$ cat config.mk
export PLATFORM = sky130hd
export DESIGN_NAME = mem_arbiter
export DESIGN_NICKNAME = d
export VERILOG_FILES = /design/src/rtl/mem_arbiter.sv
export SDC_FILE = /design/constraint.sdc
export NUM_CORES = 1
export LEC_CHECK = 0
export BUFFER_PORTS_ARGS = -buffer_cell sky130_fd_sc_hd__buf_2
export CORE_AREA = 2 2 129 131
export DETAILED_ROUTE_END_ITERATION = 10
export DIE_AREA = 0 0 131 133
export PLACE_DENSITY = 0.72
export SLEW_MARGIN = 20
export SYNTH_ARGS = -nofsm -noshare
export SYNTH_HDL_FRONTEND = slang
export SYNTH_SLANG_ARGS = --single-unit
$ cat constraint.sdc
create_clock -name clk -period 2.85 [get_ports clk]
set_clock_uncertainty 0.2 [all_clocks]
set_input_delay 0.285 -clock clk [delete_from_list [all_inputs] [get_ports clk]]
set_output_delay 0.285 -clock clk [all_outputs]
set_load 0.05 [all_outputs]
$ cat src/rtl/mem_arbiter.sv
// Round-robin arbiter sharing one memory port between two masters; one access per grant.
// Request-to-ack latency 2+MEM_LATENCY cycles (2 for an illegal op); a losing request waits unchanged.
module mem_arbiter #(
   parameter int MEM_LATENCY = 1
) (
   input  logic        clk,
   input  logic        rst,
   input  logic        req0,
   input  logic [1:0]  op0,
   input  logic [31:0] addr0,
   input  logic [31:0] wdata0,
   output logic [31:0] rdata0,
   output logic        ack0,
   output logic        err0,
   input  logic        req1,
   input  logic [1:0]  op1,
   input  logic [31:0] addr1,
   input  logic [31:0] wdata1,
   output logic [31:0] rdata1,
   output logic        ack1,
   output logic        err1,
   output logic [31:0] memop,
   output logic [31:0] memaddress,
   output logic [31:0] memoutdata,
   input  logic [31:0] memindata,
   output logic        busy,
   output logic        grant
);

   localparam logic [1:0] IDLE  = 2'd0;
   localparam logic [1:0] ISSUE = 2'd1;
   localparam logic [1:0] WAIT  = 2'd2;
   localparam logic [1:0] DONE  = 2'd3;
   localparam logic [3:0] LAT   = 4'(MEM_LATENCY);

   logic [1:0]  state;
   logic [1:0]  cur_op;
   logic [3:0]  count;
   logic        pick;
   logic [1:0]  pick_op;
   logic [31:0] pick_addr;
   logic [31:0] pick_wdata;
   logic        pick_legal;
   logic        cur_legal;

   // On contention the master that did not own the previous access wins.
   assign pick       = (req0 && req1) ? ~grant : req1;
   assign pick_op    = pick ? op1 : op0;
   assign pick_addr  = pick ? addr1 : addr0;
   assign pick_wdata = pick ? wdata1 : wdata0;
   assign pick_legal = (pick_op == 2'd1) || (pick_op == 2'd2);
   assign cur_legal  = (cur_op == 2'd1) || (cur_op == 2'd2);
   assign busy       = (state != IDLE);

   always_ff @(posedge clk) begin
      if (rst) begin
         state      <= IDLE;
         cur_op     <= 2'd0;
         count      <= 4'd0;
         memop      <= 32'd0;
         memaddress <= 32'd0;
         memoutdata <= 32'd0;
         rdata0     <= 32'd0;
         rdata1     <= 32'd0;
         ack0       <= 1'b0;
         ack1       <= 1'b0;
         err0       <= 1'b0;
         err1       <= 1'b0;
         grant      <= 1'b1;
      end else begin
         ack0 <= 1'b0;
         ack1 <= 1'b0;
         case (state)
            IDLE: begin
               if (req0 || req1) begin
                  grant  <= pick;
                  cur_op <= pick_op;
                  state  <= ISSUE;
                  // An illegal op passes through ISSUE without touching the port.
                  if (pick_legal) begin
                     memop      <= {30'd0, pick_op};
                     memaddress <= pick_addr;
                     if (pick_op == 2'd2) begin
                        memoutdata <= pick_wdata;
                     end
                  end
               end
            end
            ISSUE: begin
               memop <= 32'd0;
               count <= LAT;
               if (cur_legal) begin
                  state <= WAIT;
               end else begin
                  state <= DONE;
                  if (grant) begin
                     ack1 <= 1'b1;
                     err1 <= 1'b1;
                  end else begin
                     ack0 <= 1'b1;
                     err0 <= 1'b1;
                  end
               end
            end
            WAIT: begin
               count <= count - 4'd1;
               if (count == 4'd1) begin
                  state <= DONE;
                  if (grant) begin
                     ack1 <= 1'b1;
                     err1 <= 1'b0;
                     if (cur_op == 2'd1) begin
                        rdata1 <= memindata;
                     end
                  end else begin
                     ack0 <= 1'b1;
                     err0 <= 1'b0;
                     if (cur_op == 2'd1) begin
                        rdata0 <= memindata;
                     end
                  end
               end
            end
            default: begin
               // DONE: requests are deliberately not sampled here.
               state <= IDLE;
            end
         endcase
      end
   end

endmodule

==> key figures <==
Critical path
  – Worst Reg-to-Reg Cells: 9
  – Worst path arrival time: 2.98 ns
  – Worst EP required: 3.01 ns
  – Worst Path Max Fanout: 14
  – Critical setup path kind: flip-flop to flip-flop
  – CP Capture Type: flip-flop
  – Critical path startpoint category: flip-flop

Power
  – Net Sw Frac: 39.2%
  – Worst vdd rail ir drop: 0.535 mV
  – Reg power frac: 31.0%
  – Fraction of power consumed by combinational cells: 39.8%
  – Clk network pwr share: 29.2%
  – Net switching power figure: 3050 uW
  – Leakage power total: 0.00492 uW
  – Cell internal power dissipation: 4740 uW
  – Pwr per Cell Area: 752 mW/mm2

Die
  – Number of I/O pins: 334
  – Core region area: 0.0162 mm2
  – Chip height: 133 um
  – Width of the chip: 131 um
  – Number of rows created at floorplan: 47
  – Initial core utilization: 39.9%
  – Total Die Area: 0.0174 mm2

Timing
  – Smallest hold slack: 0.0424 ns
  – Count of endpoints failing hold in the final timing report: 0
  – Slew at the pin closest to its max-slew limit: 0.857 ns
  – Final max-slew violation count: 0
  – Relative slew margins: 42.9%
  – Portion of the clock cycle consumed by the worst path in the final layout: 99.1%
  – Time the final worst path needs with I/O delays and setup: 2.82 ns
  – Achievable Freq: 0.354 GHz
  – Number of setup violations in the final report: 0

Global route
  – Vias in the first global route: 7188
  – Pin count of the biggest net entering global routing: 95
  – Global route total overflow: 0
  – Number of antenna violations at the first check in global routing: 2
  – All-layer global routing usage: 26.0%
  – Global-route wire length before repair: 35.8 mm

Layout
  – Cell area after layout: 0.0103 mm2
  – Post-layout util: 64.0%
  – Number of fillers in the final layout: 1269
  – Area grow syn2layout: 60.4%
  – Post-layout nets: 1358
  – Fraction of layout instances using a drive strength above 1: 31.5%

Outcome
  – Run status: completed

Min path
  – Worst hold path type: input pin to flip-flop
  – Depth of the worst hold-timing path: 3

Yosys
  – Number of register bits inferred by synthesis: 143
  – Number of synthesized flops with an enable pin: 0
  – Fraction of synthesis flops using an asynchronous set or reset pin: 0%
  – Top FF cell, synth: sky130_fd_sc_hd__dfxtp_1
  – Yosys warns: 0
  – Cell area after technology mapping: 0.00645 mm2
  – Distinct cell type count of the synthesized netlist: 45
  – Number of cells produced by synthesis: 743
  – Sequential share of the synthesized area: 44.4%
  – Syn avg cell area: 8.68 um2

Drt
  – Remaining antenna violation count after routing: 0
  – Vias/cell: 5.32
  – WL per Instance: 17.1 um
  – Total wirelength of the detailed-routed design: 24.2 mm
  – Residual DRC: 0
  – Pre-antenna DRT Iters: 5
  – Vias: 7537
  – Initial drt markers: 438

Place
  – Total of buffers placed on input and output ports: 303
  – Final weighted congestion in routability-driven placement: 0.795
  – Cell area after placement: 0.00802 mm2
  – Detailed Place HPWL: 13.4 mm

Clock tree
  – Number of H-tree levels: 4
  – TritonCTS clock tree: done
  – Clock network latency to the later pin of the worst-skew pair: 0.42 ns
  – Clock root cell: sky130_fd_sc_hd__clkbuf_16
  – Clock transition at the registers of the reported paths: 0.06 ns
  – TritonCTS buffer count: 17
  – Maximum clock insertion buffer count: 2
  – Clk sink count: 143

Flow run
  – Max cap viols: 0
[placed cells by master, fill, tap and decap left out, types with 2 or more instances in the layout]
| cell type | Yosys | layout |
|---|---|---|
| sky130_fd_sc_hd__clkbuf_8 | 0 | 2 |
| sky130_fd_sc_hd__a21oi_1 | 39 | 39 |
| sky130_fd_sc_hd__clkbuf_16 | 0 | 20 |
| sky130_fd_sc_hd__buf_4 | 35 | 17 |
| sky130_fd_sc_hd__nand2_1 | 231 | 231 |
| sky130_fd_sc_hd__mux2i_1 | 67 | 65 |
| sky130_fd_sc_hd__nor2b_1 | 3 | 2 |
| sky130_fd_sc_hd__buf_2 | 20 | 303 |
| sky130_fd_sc_hd__bufinv_16 | 0 | 3 |
| sky130_fd_sc_hd__clkbuf_1 | 36 | 2 |
| sky130_fd_sc_hd__dfxtp_1 | 143 | 142 |
| sky130_fd_sc_hd__o21ai_0 | 4 | 4 |
| sky130_fd_sc_hd__mux2i_2 | 0 | 2 |
| sky130_fd_sc_hd__o32ai_1 | 3 | 3 |
| sky130_fd_sc_hd__buf_12 | 0 | 5 |
| sky130_fd_sc_hd__ha_1 | 9 | 9 |
| sky130_fd_sc_hd__conb_1 | 1 | 30 |
| sky130_fd_sc_hd__dlygate4sd3_1 | 0 | 160 |
| sky130_fd_sc_hd__and3_1 | 3 | 2 |
| sky130_fd_sc_hd__clkinv_2 | 0 | 4 |
| sky130_fd_sc_hd__a211o_1 | 2 | 2 |
| sky130_fd_sc_hd__nor3_1 | 3 | 3 |
| sky130_fd_sc_hd__nor2_1 | 4 | 3 |
| sky130_fd_sc_hd__nand4b_1 | 2 | 2 |
| sky130_fd_sc_hd__a31oi_1 | 32 | 32 |
| sky130_fd_sc_hd__a311oi_1 | 65 | 65 |
| sky130_fd_sc_hd__diode_2 | 0 | 3 |
| sky130_fd_sc_hd__nand3b_1 | 2 | 2 |
| sky130_fd_sc_hd__inv_1 | 9 | 8 |
[metrics by stage]
| stage | std cells | total power [uW] | setup TNS, ns | setup WS, ns |
|---|---|---|---|---|
| final | 1416 | 7780 | 0 | 0.0257 |
| after global routing | 1415 | 8130 | -0.0292 | -0.0149 |
| after CTS | 1407 | 7580 | 0 | 0.00972 |
| after detailed placement | 1216 | 5090 | 0 | 0.323 |
| after global placement | 1216 | 5060 | 0 | 0.436 |
| after floorplan | 772 | 4410 | 0 | 0.178 |
[routing by layer]
layer	vias to the layer above	GRT usage (%)	routed length, um
li1	3436	-	-
met1	3449	29.1	8990
met2	518	41.9	11400
met3	134	7.84	2310
met4	0	18.0	1490
met5	-	0	0
[path summary, 6_finish.rpt]
check / start / end / slack [ns]
setup / recovery: grant / memaddress[3] / 0.03
hold / removal: rst / err1 / 0.04
setup reg to reg: grant / memaddress[3] / 0.03
hold reg to reg: rdata0[28] / rdata0[28] / 0.25
[critical path: stages, from the launching register on]
cell and delay [ns]:
sky130_fd_sc_hd__dfxtp_2 0.32, sky130_fd_sc_hd__a21bo_4 0.24, sky130_fd_sc_hd__mux2i_2 0.21, sky130_fd_sc_hd__inv_1 0.07
sky130_fd_sc_hd__ha_1 0.32, sky130_fd_sc_hd__nor2b_4 0.21, sky130_fd_sc_hd__buf_12 0.19, sky130_fd_sc_hd__a21oi_1 0.11
sky130_fd_sc_hd__a311oi_1 0.32, sky130_fd_sc_hd__dlygate4sd3_1 0.59
[synth_stat cells (4+ instances only)]
| cell type | count | area [um2] |
|---|---|---|
| sky130_fd_sc_hd__clkbuf_1 | 36 | 135 |
| sky130_fd_sc_hd__inv_1 | 9 | 33.8 |
| sky130_fd_sc_hd__nand2_1 | 231 | 867 |
| sky130_fd_sc_hd__ha_1 | 9 | 113 |
| sky130_fd_sc_hd__dfxtp_1 | 143 | 2860 |
| sky130_fd_sc_hd__buf_6 | 5 | 56.3 |
| sky130_fd_sc_hd__buf_2 | 20 | 100 |
| sky130_fd_sc_hd__a21oi_1 | 39 | 195 |
| sky130_fd_sc_hd__a311oi_1 | 65 | 569 |
| sky130_fd_sc_hd__a31oi_1 | 32 | 200 |
| sky130_fd_sc_hd__nor2_1 | 4 | 15.0 |
| sky130_fd_sc_hd__o21ai_0 | 4 | 20.0 |
| sky130_fd_sc_hd__mux2i_1 | 67 | 671 |
| sky130_fd_sc_hd__buf_4 | 35 | 263 |
[registers in the layout (all words and copies together), names as in the netlist]
register,count
ack0,1
ack1,1
count,4
cur_op,2
err0,1
err1,1
grant,1
memaddress,32
memop,2
memoutdata,32
rdata0,32
rdata1,32
state,2
[repair_timing]
item,CTS,global route
hold buffers,160,1
setup buffers,0,3
hold endpoints to repair,128,1
resized for setup,0,6
setup endpoints to repair,0,9
[cell type report]
type / instances / area [um2] / area share, %
Timing Repair Buffer: 489 / 3430 / 33.2
Multi-Input combinational cell: 521 / 3140 / 30.3
Sequential cell: 143 / 2860 / 27.7
Clock buffer: 21 / 460 / 4.45
Tap cell: 220 / 275 / 2.66
Clock inverter: 10 / 135 / 1.31
Inverter: 9 / 33.8 / 0.327
Antenna cell: 3 / 7.51 / 0.0726
[power by group through the flow]
stage | logic [uW] | registers, uW | clock network (uW)
finish | 3100 | 2410 | 2280
floorplan | 1240 | 3170 | 0
global placement | 2620 | 2440 | 0
detailed placement | 2660 | 2440 | 0
global route | 3280 | 2440 | 2410
CTS | 2870 | 2400 | 2310
[kinds of logic after synthesis]
group / synth area share, %
other: 0.0581
AO/OA/AOI/OAI: 17.7
adder cells (fa/ha/maj): 1.75
flip-flops: 44.4
multiplexers: 10.6
buffers and inverters: 9.29
AND/OR/NAND/NOR: 16.3
Note: power is estimated with default switching activity, not from simulation.
